### config.mk
export PLATFORM = sky130hd
export DESIGN_NAME = mult_arbiter_flat
export DESIGN_NICKNAME = d
export VERILOG_FILES = /design/src/rtl/mult_arb_pkg.sv /design/src/rtl/mult_arbiter_if.sv /design/src/rtl/mult_rr_arbiter.sv /design/src/rtl/mult_arbiter.sv /design/src/flat_wrapper.sv
export SDC_FILE = /design/constraint.sdc
export NUM_CORES = 1
export LEC_CHECK = 0
export BUFFER_PORTS_ARGS = -buffer_cell sky130_fd_sc_hd__buf_2
export CAP_MARGIN = 20
export CORE_ASPECT_RATIO = 1.75
export CORE_MARGIN = 5
export CORE_UTILIZATION = 40
export DETAILED_ROUTE_END_ITERATION = 16
export MAX_ROUTING_LAYER = met4
export SLEW_MARGIN = 20
export SYNTH_ARGS = -nofsm -noshare
export SYNTH_HDL_FRONTEND = slang
export SYNTH_SLANG_ARGS = --single-unit
export TNS_END_PERCENT = 30
### constraint.sdc
create_clock -name Clk -period 2.6 [get_ports Clk]
set_input_delay 0.65 -clock Clk [delete_from_list [all_inputs] [get_ports Clk]]
set_output_delay 0.65 -clock Clk [all_outputs]
set_load 0.05 [all_outputs]
### src/rtl/mult_arb_pkg.sv
// Shared types and helpers for the shared add-shift multiplier arbiter.
package mult_arb_pkg;

    typedef enum logic [2:0] {
        IDLE  = 3'd0,
        LOAD  = 3'd1,
        ADD   = 3'd2,
        SHIFT = 3'd3,
        DONE  = 3'd4
    } state_e;

    // Never returns less than 1 so one-entry ranges still get a legal vector.
    function automatic int clog2(input int value);
        int result;
        result = 0;
        while ((1 << result) < value) begin
            result = result + 1;
        end
        if (result == 0) begin
            result = 1;
        end else begin
            result = result;
        end
        return result;
    endfunction

endpackage

### src/rtl/mult_arbiter_if.sv
// Requester-side bundle of the shared multiplier: requests/operands in,
// grant/busy/done/product back.
interface mult_arbiter_if #(
    parameter int NUM_REQ = 2,
    parameter int WIDTH   = 8
);
    logic [NUM_REQ-1:0]       Req;
    logic [NUM_REQ*WIDTH-1:0] Opa;
    logic [NUM_REQ*WIDTH-1:0] Opb;
    logic [NUM_REQ-1:0]       Grant;
    logic                     Busy;
    logic [NUM_REQ-1:0]       Done;
    logic [2*WIDTH-1:0]       Product;

    modport master (output Req, Opa, Opb, input Grant, Busy, Done, Product);
    modport slave  (input Req, Opa, Opb, output Grant, Busy, Done, Product);
endinterface

### src/rtl/mult_rr_arbiter.sv
// Combinational round-robin pick: first set request at or after the pointer,
// wrapping around, returned both one-hot and as an index.
module mult_rr_arbiter
    import mult_arb_pkg::*;
#(
    parameter int NUM_REQ = 2,
    parameter int PW      = clog2(NUM_REQ)
) (
    input  logic [NUM_REQ-1:0] req_i,
    input  logic [PW-1:0]      ptr_i,
    output logic [NUM_REQ-1:0] gnt_o,
    output logic [PW-1:0]      idx_o
);

    logic [PW:0] pos_s;
    logic        found_s;

    // Scan NUM_REQ positions starting at the pointer; keep the first hit.
    always_comb begin
        gnt_o   = '0;
        idx_o   = '0;
        found_s = 1'b0;
        pos_s   = '0;
        for (int k = 0; k < NUM_REQ; k++) begin
            pos_s = {1'b0, ptr_i} + (PW+1)'(k);
            if (pos_s >= (PW+1)'(NUM_REQ)) begin
                pos_s = pos_s - (PW+1)'(NUM_REQ);
            end else begin
                pos_s = pos_s;
            end
            if (!found_s && req_i[pos_s[PW-1:0]]) begin
                found_s = 1'b1;
                idx_o   = pos_s[PW-1:0];
                gnt_o[pos_s[PW-1:0]] = 1'b1;
            end else begin
                found_s = found_s;
            end
        end
    end

endmodule

### src/rtl/mult_arbiter.sv
// Shared signed add-shift multiplier with round-robin arbitration.
// Optional MULT_ARB_SKIP_ADD_EN: bypass ADD when the current multiplier bit is 0.
module mult_arbiter
    import mult_arb_pkg::*;
#(
    parameter int NUM_REQ = 2,
    parameter int WIDTH   = 8
) (
    input  logic          Clk,
    input  logic          Reset,
    mult_arbiter_if.slave bus
);

    localparam int PW = clog2(NUM_REQ);
    localparam int CW = clog2(WIDTH);
    localparam logic [CW-1:0] LAST_CNT = CW'(WIDTH - 1);

    state_e             state_q, state_d;
    logic [NUM_REQ-1:0] grant_q, grant_d;
    logic [NUM_REQ-1:0] done_q, done_d;
    logic               busy_q, busy_d;
    logic [PW-1:0]      ptr_q, ptr_d;
    logic [PW-1:0]      win_q, win_d;
    logic [WIDTH-1:0]   a_q, a_d;
    logic [WIDTH-1:0]   b_q, b_d;
    logic [WIDTH-1:0]   s_q, s_d;
    logic               x_q, x_d;
    logic [CW-1:0]      cnt_q, cnt_d;
    logic [2*WIDTH-1:0] prod_q, prod_d;

    logic [NUM_REQ-1:0] arb_gnt_s;
    logic [PW-1:0]      arb_idx_s;
    logic [WIDTH:0]     sum_s;
    logic [WIDTH-1:0]   opa_arr_s [NUM_REQ];
    logic [WIDTH-1:0]   opb_arr_s [NUM_REQ];

    mult_rr_arbiter #(.NUM_REQ(NUM_REQ), .PW(PW)) u_rr (
        .req_i (bus.Req),
        .ptr_i (ptr_q),
        .gnt_o (arb_gnt_s),
        .idx_o (arb_idx_s)
    );

    for (genvar g = 0; g < NUM_REQ; g++) begin : g_slice
        assign opa_arr_s[g] = bus.Opa[g*WIDTH +: WIDTH];
        assign opb_arr_s[g] = bus.Opb[g*WIDTH +: WIDTH];
    end

    // Sign-extended adder; the last iteration subtracts because the top
    // multiplier bit carries negative weight.
    always_comb begin
        if (cnt_q == LAST_CNT) begin
            sum_s = {a_q[WIDTH-1], a_q} - {s_q[WIDTH-1], s_q};
        end else begin
            sum_s = {a_q[WIDTH-1], a_q} + {s_q[WIDTH-1], s_q};
        end
    end

    // Next-state and datapath updates for the sequencing FSM.
    always_comb begin
        state_d = state_q;
        grant_d = grant_q;
        ptr_d   = ptr_q;
        win_d   = win_q;
        a_d     = a_q;
        b_d     = b_q;
        s_d     = s_q;
        x_d     = x_q;
        cnt_d   = cnt_q;
        prod_d  = prod_q;
        case (state_q)
            IDLE: begin
                if (|bus.Req) begin
                    grant_d = arb_gnt_s;
                    win_d   = arb_idx_s;
                    state_d = LOAD;
                end else begin
                    state_d = IDLE;
                end
            end
            LOAD: begin
                s_d   = opa_arr_s[win_q];
                b_d   = opb_arr_s[win_q];
                a_d   = '0;
                x_d   = 1'b0;
                cnt_d = '0;
                if (win_q == PW'(NUM_REQ - 1)) begin
                    ptr_d = '0;
                end else begin
                    ptr_d = win_q + PW'(1);
                end
`ifdef MULT_ARB_SKIP_ADD_EN
                state_d = b_d[0] ? ADD : SHIFT;
`else
                state_d = ADD;
`endif
            end
            ADD: begin
                if (b_q[0]) begin
                    {x_d, a_d} = sum_s;
                end else begin
                    x_d = x_q;
                end
                state_d = SHIFT;
            end
            SHIFT: begin
                a_d   = {x_q, a_q[WIDTH-1:1]};
                b_d   = {a_q[0], b_q[WIDTH-1:1]};
                cnt_d = cnt_q + CW'(1);
                if (cnt_q == LAST_CNT) begin
                    state_d = DONE;
                end else begin
`ifdef MULT_ARB_SKIP_ADD_EN
                    state_d = b_d[0] ? ADD : SHIFT;
`else
                    state_d = ADD;
`endif
                end
            end
            DONE: begin
                prod_d  = {a_q, b_q};
                grant_d = '0;
                state_d = IDLE;
            end
            default: begin
                grant_d = '0;
                state_d = IDLE;
            end
        endcase
        busy_d = (state_d != IDLE);
        done_d = (state_d == DONE) ? grant_d : '0;
    end

    // State and datapath registers with synchronous active-low reset.
    always_ff @(posedge Clk) begin
        if (!Reset) begin
            state_q <= IDLE;
            grant_q <= '0;
            done_q  <= '0;
            busy_q  <= 1'b0;
            ptr_q   <= '0;
            win_q   <= '0;
            a_q     <= '0;
            b_q     <= '0;
            s_q     <= '0;
            x_q     <= 1'b0;
            cnt_q   <= '0;
            prod_q  <= '0;
        end else begin
            state_q <= state_d;
            grant_q <= grant_d;
            done_q  <= done_d;
            busy_q  <= busy_d;
            ptr_q   <= ptr_d;
            win_q   <= win_d;
            a_q     <= a_d;
            b_q     <= b_d;
            s_q     <= s_d;
            x_q     <= x_d;
            cnt_q   <= cnt_d;
            prod_q  <= prod_d;
        end
    end

    assign bus.Grant   = grant_q;
    assign bus.Done    = done_q;
    assign bus.Busy    = busy_q;
    assign bus.Product = prod_q;

endmodule

### src/flat_wrapper.sv
// flat-port wrapper written by rule: the top's interface ports become plain ports
module mult_arbiter_flat import mult_arb_pkg::*;
#(
    parameter int NUM_REQ = 2,
    parameter int WIDTH   = 8
)
  (Clk, Reset, bus_Req, bus_Opa, bus_Opb, bus_Grant, bus_Busy, bus_Done, bus_Product);
  mult_arbiter_if #(.NUM_REQ(NUM_REQ), .WIDTH(WIDTH)) bus_i ();
  input  logic Clk;
  input  logic Reset;
  input wire logic [$bits(bus_i.Req)-1:0] bus_Req;
  input wire logic [$bits(bus_i.Opa)-1:0] bus_Opa;
  input wire logic [$bits(bus_i.Opb)-1:0] bus_Opb;
  output wire logic [$bits(bus_i.Grant)-1:0] bus_Grant;
  output wire logic [$bits(bus_i.Busy)-1:0] bus_Busy;
  output wire logic [$bits(bus_i.Done)-1:0] bus_Done;
  output wire logic [$bits(bus_i.Product)-1:0] bus_Product;
  assign bus_i.Req = bus_Req;
  assign bus_i.Opa = bus_Opa;
  assign bus_i.Opb = bus_Opb;
  assign bus_Grant = bus_i.Grant;
  assign bus_Busy = bus_i.Busy;
  assign bus_Done = bus_i.Done;
  assign bus_Product = bus_i.Product;
  mult_arbiter #(.NUM_REQ(NUM_REQ), .WIDTH(WIDTH)) u_core (.Clk(Clk), .Reset(Reset), .bus(bus_i));
endmodule
==> summary.md, run 1 <==
| Metric | Value |
|---|---|
| EDFF count, synth | 0 |
| Setup CP Type | flop to flop |
| Highest Clock Rate | 396 MHz |
| WL final | 7.24 mm |
| CP endpoint kind | flop |
| Initial core utilization | 40.8% |
| Share of cells above drive strength 1 | 26.6% |
| CP required | 2.78 ns |
| Distinct cells, synth | 48 |
| DRC viols | 0 |
| Number of global-route vias before repair | 2613 |
| GR Util All Layers | 17.2% |
| Clock sink total | 54 |
| Via Count | 2712 |
| Initial drt markers | 112 |
| Synth Register Bits | 54 |
| Die X | 74.7 um |
| Max Slew Vio Count | 0 |
| Worst path max stage delay | 0.39 ns |
| Mapped Nets | 405 |
| Minimum clock period | 2.53 ns |
| Critical path arrival | 2.71 ns |
| Nets@finish | 475 |
| Slew @ Worst Pin | 0.634 ns |
| Hold Fails Final Rpt | 0 |
| Die height | 123 um |
| Grt total ovfl | 0 |
| Reg-to-Reg Start | u_core.s_q[1]$_SDFFE_PN0P_ |
| Clock transition at the registers of the reported paths | 0.07 ns |
| Rows | 41 |
| DR pass1 iterations | 4 |
| Crit Path Max Fanout | 4 |
| Post-DP HPWL | 5.49 mm |
| Result of the run | finished clean |
| IO Pins | 57 |
| Routability cong. | 0.903 |
| Worst hold path depth | 2 |
| Reg2reg setup slack | 0.07 ns |
| Worst Clk Skew | 0.00567 ns |
| Clk Latency, worst-skew pair | 0.30 ns |
| Num CTS Buffers | 5 |
| Synth warn | 0 |
| Synth Flop Type | dfxtp_1 |
| Root Buffer | clkbuf_16 |
| P per Cell Area | 700 nW/um2 |
| Post-synth ARST share | 0% |
| Core region area | 7180 um2 |
| Max Cap Viol | 0 |
| CTS tree | done |
| First-pass GRT wire length | 11.9 mm |
| Synthesized area | 2930 um2 |
| Critical path's slowest cell | a2111oi_4 |
| Slew headroom | 57.8% |
| Max Root-Sink Buffers | 2 |
| Initial antenna violation count | 0 |
| Final setup viols | 0 |
| Setup ws final | 0.0722 ns |
| DIE AREA | 9210 um2 |
| WHS Endpoint | u_core.bus.Product[3]$_SDFFE_PN0N_ |
| Total Power | 2.57 mW |
| Antenna cell count | 0 |
| CP cell instances | buf_6, inv_1, ha_2, mux2i_2, fa_2, a211o_1, a2111oi_4, nor3_1, a221o_1 |
| Setup crit start kind | flop |
| Area Overhead vs Synth | 25.4% |
| Hold buffer count at CTS | 0 |
| Routed Antenna Nets | 0 |
| Final core occ | 51.2% |
| Largest net degree at the start of global routing | 30 |
| Worst Hold Class | flop to flop |
| Post-synthesis sequential area ratio | 36.9% |
| Gate Count Post-Synth | 357 |
| Place WS | -0.0489 ns |
| FF-to-FF End | u_core.x_q$_SDFFE_PN0P_ |
| Maximum vdd drop | 0.364 mV |
| TNS Setup | 0 ns |
| Synth Area per Inst | 8.21 um2 |
| HP Start | u_core.bus.Product[3]$_SDFFE_PN0N_ |
| Depth of the CTS H-tree | 2 |
| Final Cycle Share | 97.2% |
| Pleak | 1.61 nW |
| # port buffers | 56 |
| Routed len/inst | 14.1 um |
| FF-to-FF path depth | 9 |
| DR vias/cell | 5.28 |
==> kinds of logic (layout without fill, tap and decap cells) <==
logic type	Yosys count	in the layout	synth area share (%)
AOI/OAI and AO/OA	92	92	22.4
xor gates and xnor gates	9	9	2.69
adders and majority gates	12	12	5.38
buffers and inverters	27	98	3.93
DFF	54	54	36.9
muxes	21	21	7.21
and+or+nand+nor	142	142	21.5
==> cell usage after synthesis, types with 3 or more instances <==
| cell type | n | area share, % |
|---|---|---|
| inv_1 | 6 | 0.77 |
| nor2_1 | 17 | 2.2 |
| and2_1 | 6 | 1.3 |
| clkbuf_1 | 10 | 1.3 |
| a32oi_1 | 3 | 0.90 |
| o211a_1 | 9 | 3.1 |
| a21boi_1 | 29 | 7.4 |
| nand2b_1 | 5 | 1.1 |
| mux2i_1 | 20 | 6.8 |
| nor2b_1 | 3 | 0.64 |
| a21oi_1 | 14 | 2.4 |
| buf_2 | 11 | 1.9 |
| o21ai_0 | 16 | 2.7 |
| xnor2_1 | 7 | 2.1 |
| o21ai_1 | 4 | 0.68 |
| nor3_1 | 7 | 1.2 |
| ha_1 | 11 | 4.7 |
| dfxtp_1 | 54 | 37 |
| a31oi_1 | 3 | 0.64 |
| nand2_1 | 84 | 11 |
| nand3_1 | 7 | 1.2 |
==> layer usage <==
layer | share of wire [%] | GRT usage (%) | up-vias | routed length [um]
met2 | 53 | 30.6 | 62 | 3810
met1 | 39 | 18.1 | 1259 | 2840
met3 | 4.6 | 2.52 | 15 | 330
li1 | - | - | 1376 | -
met4 | 3.6 | 8.24 | 0 | 262
met5 | 0 | - | - | 0
==> through the flow <==
step	instances	hold WS [ns]	area (um2)
after CTS	511	0.451	3580
after global placement	501	0.439	3400
after global routing	514	0.471	3680
after detailed placement	501	0.442	3400
final	514	0.447	3680
after floorplan	357	0.434	2930
==> worst max-delay path: cells and delay by family, from the launching register on <==
kind / cells / cell delay [ns]
flops: 1 / 0.34
fa+ha+maj: 2 / 0.68
compound gates: 3 / 1.07
simple gates: 1 / 0.09
mux: 1 / 0.08
buf+inv: 2 / 0.15
==> how the worst max path moves through the flow <==
stage,from,end,cells after the start
CTS,u_core.s_q[0]$_SDFFE_PN0P_,u_core.x_q$_SDFFE_PN0P_,10
floorplan,u_core.cnt_q[0]$_SDFFE_PN0P_,u_core.x_q$_SDFFE_PN0P_,9
global placement,u_core.s_q[0]$_SDFFE_PN0P_,u_core.x_q$_SDFFE_PN0P_,9
detailed placement,u_core.cnt_q[0]$_SDFFE_PN0P_,u_core.x_q$_SDFFE_PN0P_,8
finish,u_core.s_q[1]$_SDFFE_PN0P_,u_core.x_q$_SDFFE_PN0P_,9
global route,u_core.s_q[1]$_SDFFE_PN0P_,u_core.x_q$_SDFFE_PN0P_,9
==> power by group <==
group | internal [mW] | switching (mW) | leakage [nW] | total, mW
combinational | 0.473 | 0.475 | 1.10 | 0.948
sequential | 0.879 | 0.0591 | 0.440 | 0.938
clock | 0.382 | 0.307 | 0.0729 | 0.689
==> flip-flops by register name, indices dropped and copies added (netlist names), 2 cells and up <==
register	flops
u_core.bus.Grant	2
u_core.state_q	3
u_core.cnt_q	3
u_core.b_q	8
u_core.s_q	8
u_core.bus.Done	2
u_core.bus.Product	16
u_core.a_q	8
==> placed cells by master (no fill, tap or decap), drive strengths merged, types with 2 or more instances in the layout <==
cell | netlist | routed
nand2 | 84 | 84
buf | 11 | 84
dfxtp | 54 | 54
a21boi | 30 | 30
mux2i | 20 | 20
o21ai | 20 | 20
nor2 | 19 | 19
a21oi | 14 | 14
ha | 11 | 11
o211a | 9 | 9
nor3 | 7 | 7
nand3 | 7 | 7
xnor2 | 7 | 7
inv | 6 | 6
and2 | 6 | 6
clkbuf | 10 | 6
nand2b | 5 | 5
nor2b | 4 | 4
a32oi | 3 | 3
a31oi | 3 | 3
xor2 | 2 | 2
or4 | 2 | 2
or2 | 2 | 2
o21a | 2 | 2
a21o | 2 | 2
==> timing repair <==
action	4_1_cts	5_1_grt
gates resized for setup	3	17
pin swaps	4	11
buffers inserted	2	3
endpoints found under the hold margin	0	0
setup endpoints to repair	1	4
==> final cells by class <==
| class | count | area, um2 |
|---|---|---|
| Clock buffer | 6 | 139 |
| Clock inverter | 2 | 12.5 |
| Fill cell | 726 | 3510 |
| Inverter | 6 | 22.5 |
| Multi-Input combinational cell | 276 | 1820 |
| Sequential cell | 54 | 1080 |
| Tap cell | 86 | 108 |
| Timing Repair Buffer | 84 | 494 |
No activity file was read; power rests on OpenSTA's default activity.
==> run 2, diff against run 1 <==
--- a/config.mk
+++ b/config.mk
@@ -5,6 +5,7 @@
 export SDC_FILE = /design/constraint.sdc
 export NUM_CORES = 1
 export LEC_CHECK = 0
+export ABC_AREA = 0
 export BUFFER_PORTS_ARGS = -buffer_cell sky130_fd_sc_hd__buf_2
 export CAP_MARGIN = 20
 export CORE_ASPECT_RATIO = 1.75
@@ -12,6 +13,7 @@
 export CORE_UTILIZATION = 40
 export DETAILED_ROUTE_END_ITERATION = 16
 export MAX_ROUTING_LAYER = met4
+export PLACE_DENSITY = 0.64
 export SLEW_MARGIN = 20
 export SYNTH_ARGS = -nofsm -noshare
 export SYNTH_HDL_FRONTEND = slang
==> constraint.sdc (replaced) <==
create_clock -name Clk -period 2.6 [get_ports Clk]
set_input_delay 0.65 -clock Clk [delete_from_list [all_inputs] [get_ports Clk]]
set_output_delay 0.65 -clock Clk [all_outputs]
set_load 0.005 [all_outputs]
==> run 2 against run 1 <==
Core utilization is 0.17 points higher; register-to-register slack hardly changed; die area unchanged; sequential power is essentially flat; combinational power fell by 4.5%; sequential cell count is the same; power rose by 0.68%.
==> summary.md, run 2 (synthesized netlist as in run 1, its figures left out) <==
| Metric | Value |
|---|---|
| Result of the run | finished clean (unchanged) |
| Routed Antenna Nets | 0 (unchanged) |
| Minimum clock period | 2.54 ns (was 2.53 ns) |
| Hold Fails Final Rpt | 0 (unchanged) |
| Setup CP Type | flop to flop (unchanged) |
| Area Overhead vs Synth | 25.8% (was 25.4%) |
| GR Util All Layers | 17.2% (about the same) |
| # port buffers | 56 (unchanged) |
| Max FFs per register | 16 (unchanged) |
| CTS tree | done (unchanged) |
| Via Count | 2645 (was 2712) |
| Post-DP HPWL | 5.45 mm (was 5.49 mm) |
| Placed cell area | 3390 um2 (was 3400 um2) |
| Fin area | 3690 um2 (was 3680 um2) |
| WHS Endpoint | u_core.bus.Product[4]$_SDFFE_PN0N_ (was u_core.bus.Product[3]$_SDFFE_PN0N_) |
| Worst Clk Skew | 0.00686 ns (was 0.00567 ns) |
| Setup crit start kind | flop (unchanged) |
| First-pass GRT wire length | 12.0 mm (was 11.9 mm) |
| DRC viols | 0 (unchanged) |
| DIE AREA | 9210 um2 (unchanged) |
| Commonest non-fill, non-tap cell in the layout | nand2_1 (unchanged) |
| Crit Path Max Fanout | 5 (was 4) |
| Pleak | 1.60 nW (was 1.61 nW) |
| CP top delay family | compound AO/OA/AOI/OAI gates (unchanged) |
| RSZ-0062 raised after global routing | yes |
| CP startpoint | u_core.cnt_q[1]$_SDFFE_PN0P_ (was u_core.s_q[1]$_SDFFE_PN0P_) |
| Depth of the CTS H-tree | 2 (unchanged) |
| Largest net degree at the start of global routing | 31 (was 30) |
| Total Power | 2.59 mW (was 2.57 mW) |
| Most Frequent Cell on Critical Path | ha_4 |
| Final Cycle Share | 97.6% (was 97.2%) |
| P per Cell Area | 703 nW/um2 (was 700 nW/um2) |
| Die height | 123 um (unchanged) |
| Routability cong. | 0.823 (was 0.903) |
| FF-to-FF End | u_core.x_q$_SDFFE_PN0P_ (unchanged) |
| IO Pins | 57 (unchanged) |
| Antenna cell count | 0 (unchanged) |
| Core region area | 7180 um2 (unchanged) |
| Slew headroom | 59.8% (was 57.8%) |
| Die X | 74.7 um (unchanged) |
| CP required | 2.78 ns (about the same) |
| TNS Setup | 0 ns (unchanged) |
| Critical path's slowest cell | a2111oi_4 (unchanged) |
| WL final | 7.23 mm (was 7.24 mm) |
| Clk Latency, worst-skew pair | 0.29 ns (was 0.30 ns) |
| Rows | 41 (unchanged) |
| Maximum vdd drop | 0.312 mV (was 0.364 mV) |
| Critical path arrival | 2.72 ns (was 2.71 ns) |
| Final setup viols | 0 (unchanged) |
| Initial drt markers | 71 (was 112) |
| Worst Path Buf+Inv | 0 (was 2) |
| Reg-to-Reg Start | u_core.cnt_q[1]$_SDFFE_PN0P_ (was u_core.s_q[1]$_SDFFE_PN0P_) |
| HP Start | u_core.bus.Product[4]$_SDFFE_PN0N_ (was u_core.bus.Product[3]$_SDFFE_PN0N_) |
| CP cell instances | ha_4, ha_4, mux2i_4, fa_2, a211o_1, a2111oi_4, nor3_2, a221o_1 (was buf_6, inv_1, ha_2, mux2i_2, fa_2, a211o_1, a2111oi_4, nor3_1, a221o_1) |
| CP endpoint kind | flop (unchanged) |
| Routed len/inst | 14.1 um (about the same) |
| Worst path max stage delay | 0.42 ns (was 0.39 ns) |
| Share of cells above drive strength 1 | 26.8% (was 26.6%) |
| Initial core utilization | 40.8% (unchanged) |
| Grt total ovfl | 0 (unchanged) |
| Hold buffer count at CTS | 0 (unchanged) |
| Slew @ Worst Pin | 0.602 ns (was 0.634 ns) |
| Leading cell types in the layout, fill and taps excluded | nand2_1, buf_2, dfxtp_1, a21boi_1, buf_4 (unchanged) |
| Initial antenna violation count | 0 (unchanged) |
| Nets@finish | 472 (was 475) |
| Max Slew Vio Count | 0 (unchanged) |
| Worst hold path depth | 2 (unchanged) |
| DR vias/cell | 5.18 (was 5.28) |
| DR pass1 iterations | 4 (unchanged) |
| FF-to-FF path depth | 8 (was 9) |
| Worst Hold Class | flop to flop (unchanged) |
| Number of global-route vias before repair | 2571 (was 2613) |
| Num CTS Buffers | 5 (unchanged) |
| Max Cap Viol | 0 (unchanged) |
| Clock sink total | 54 (unchanged) |
| Root Buffer | clkbuf_16 (unchanged) |
| Reg2reg setup slack | 0.06 ns (was 0.07 ns) |
| Highest Clock Rate | 394 MHz (was 396 MHz) |
| Clock transition at the registers of the reported paths | 0.07 ns (about the same) |
| Max Root-Sink Buffers | 2 (unchanged) |
## run 2: worst max-delay path by stage
stage	endpoint	slack (ns)	depth (start not counted)
after floorplan	u_core.x_q$_SDFFE_PN0P_	0.01	9
after global placement	u_core.x_q$_SDFFE_PN0P_	-0.03	8
after detailed placement	u_core.x_q$_SDFFE_PN0P_	-0.1	8
after CTS	u_core.x_q$_SDFFE_PN0P_	-0.03	12
after global routing	u_core.x_q$_SDFFE_PN0P_	-0.02	8
final	u_core.x_q$_SDFFE_PN0P_	0.06	8
## run 2: what timing repair did
item,CTS,global route
pin swaps,3,10
setup buffers,1,2
endpoints found under the setup margin,2,4
gates resized for setup,3,22
## run 2: layout make-up
| class | instances | area (um2) |
|---|---|---|
| clock buffers | 6 | 129 |
| flip-flops and latches | 54 | 1090 |
| well taps | 86 | 108 |
| multi-input cells | 276 | 1830 |
| fillers | 746 | 3490 |
| clock inverters | 2 | 37.5 |
| repair buffers | 81 | 472 |
| inverters | 6 | 22.5 |
## run 2: per-layer routing
metal	wire length (um)	vias to the layer above	GRT usage [%]	part of all wire, %
met3	286	14	2.85	4.0
met2	3970	50	31.1	55
li1	-	1369	-	-
met4	207	0	7.13	2.9
met5	0	-	-	0
met1	2770	1212	17.8	38
## run 2: worst register-to-register path, stage by stage, from the launching register on
cell and delay (ns):
dfxtp_2 0.34, ha_4 0.16, ha_4 0.18, mux2i_4 0.20
fa_2 0.37, a211o_1 0.37, a2111oi_4 0.42, nor3_2 0.07
a221o_1 0.32
## run 2: report_power, final
part / internal, mW / total (mW) / switching (mW)
registers: 0.879 / 0.935 / 0.0557
clock network: 0.455 / 0.752 / 0.297
logic: 0.452 / 0.905 / 0.453
total: 1.79 / 2.59 / 0.805
## run 2: per-stage QoR
step / hold slack [ns] / std cells / util, % / setup WS [ns]
global placement: 0.438 / 500 / 47.2 / -0.0314
global route: 0.466 / 511 / 51.4 / -0.0191
finish: 0.448 / 511 / 51.4 / 0.0616
floorplan: 0.434 / 357 / - / 0.0109
detailed placement: 0.444 / 500 / 47.2 / -0.100
CTS: 0.453 / 509 / 49.8 / -0.0300
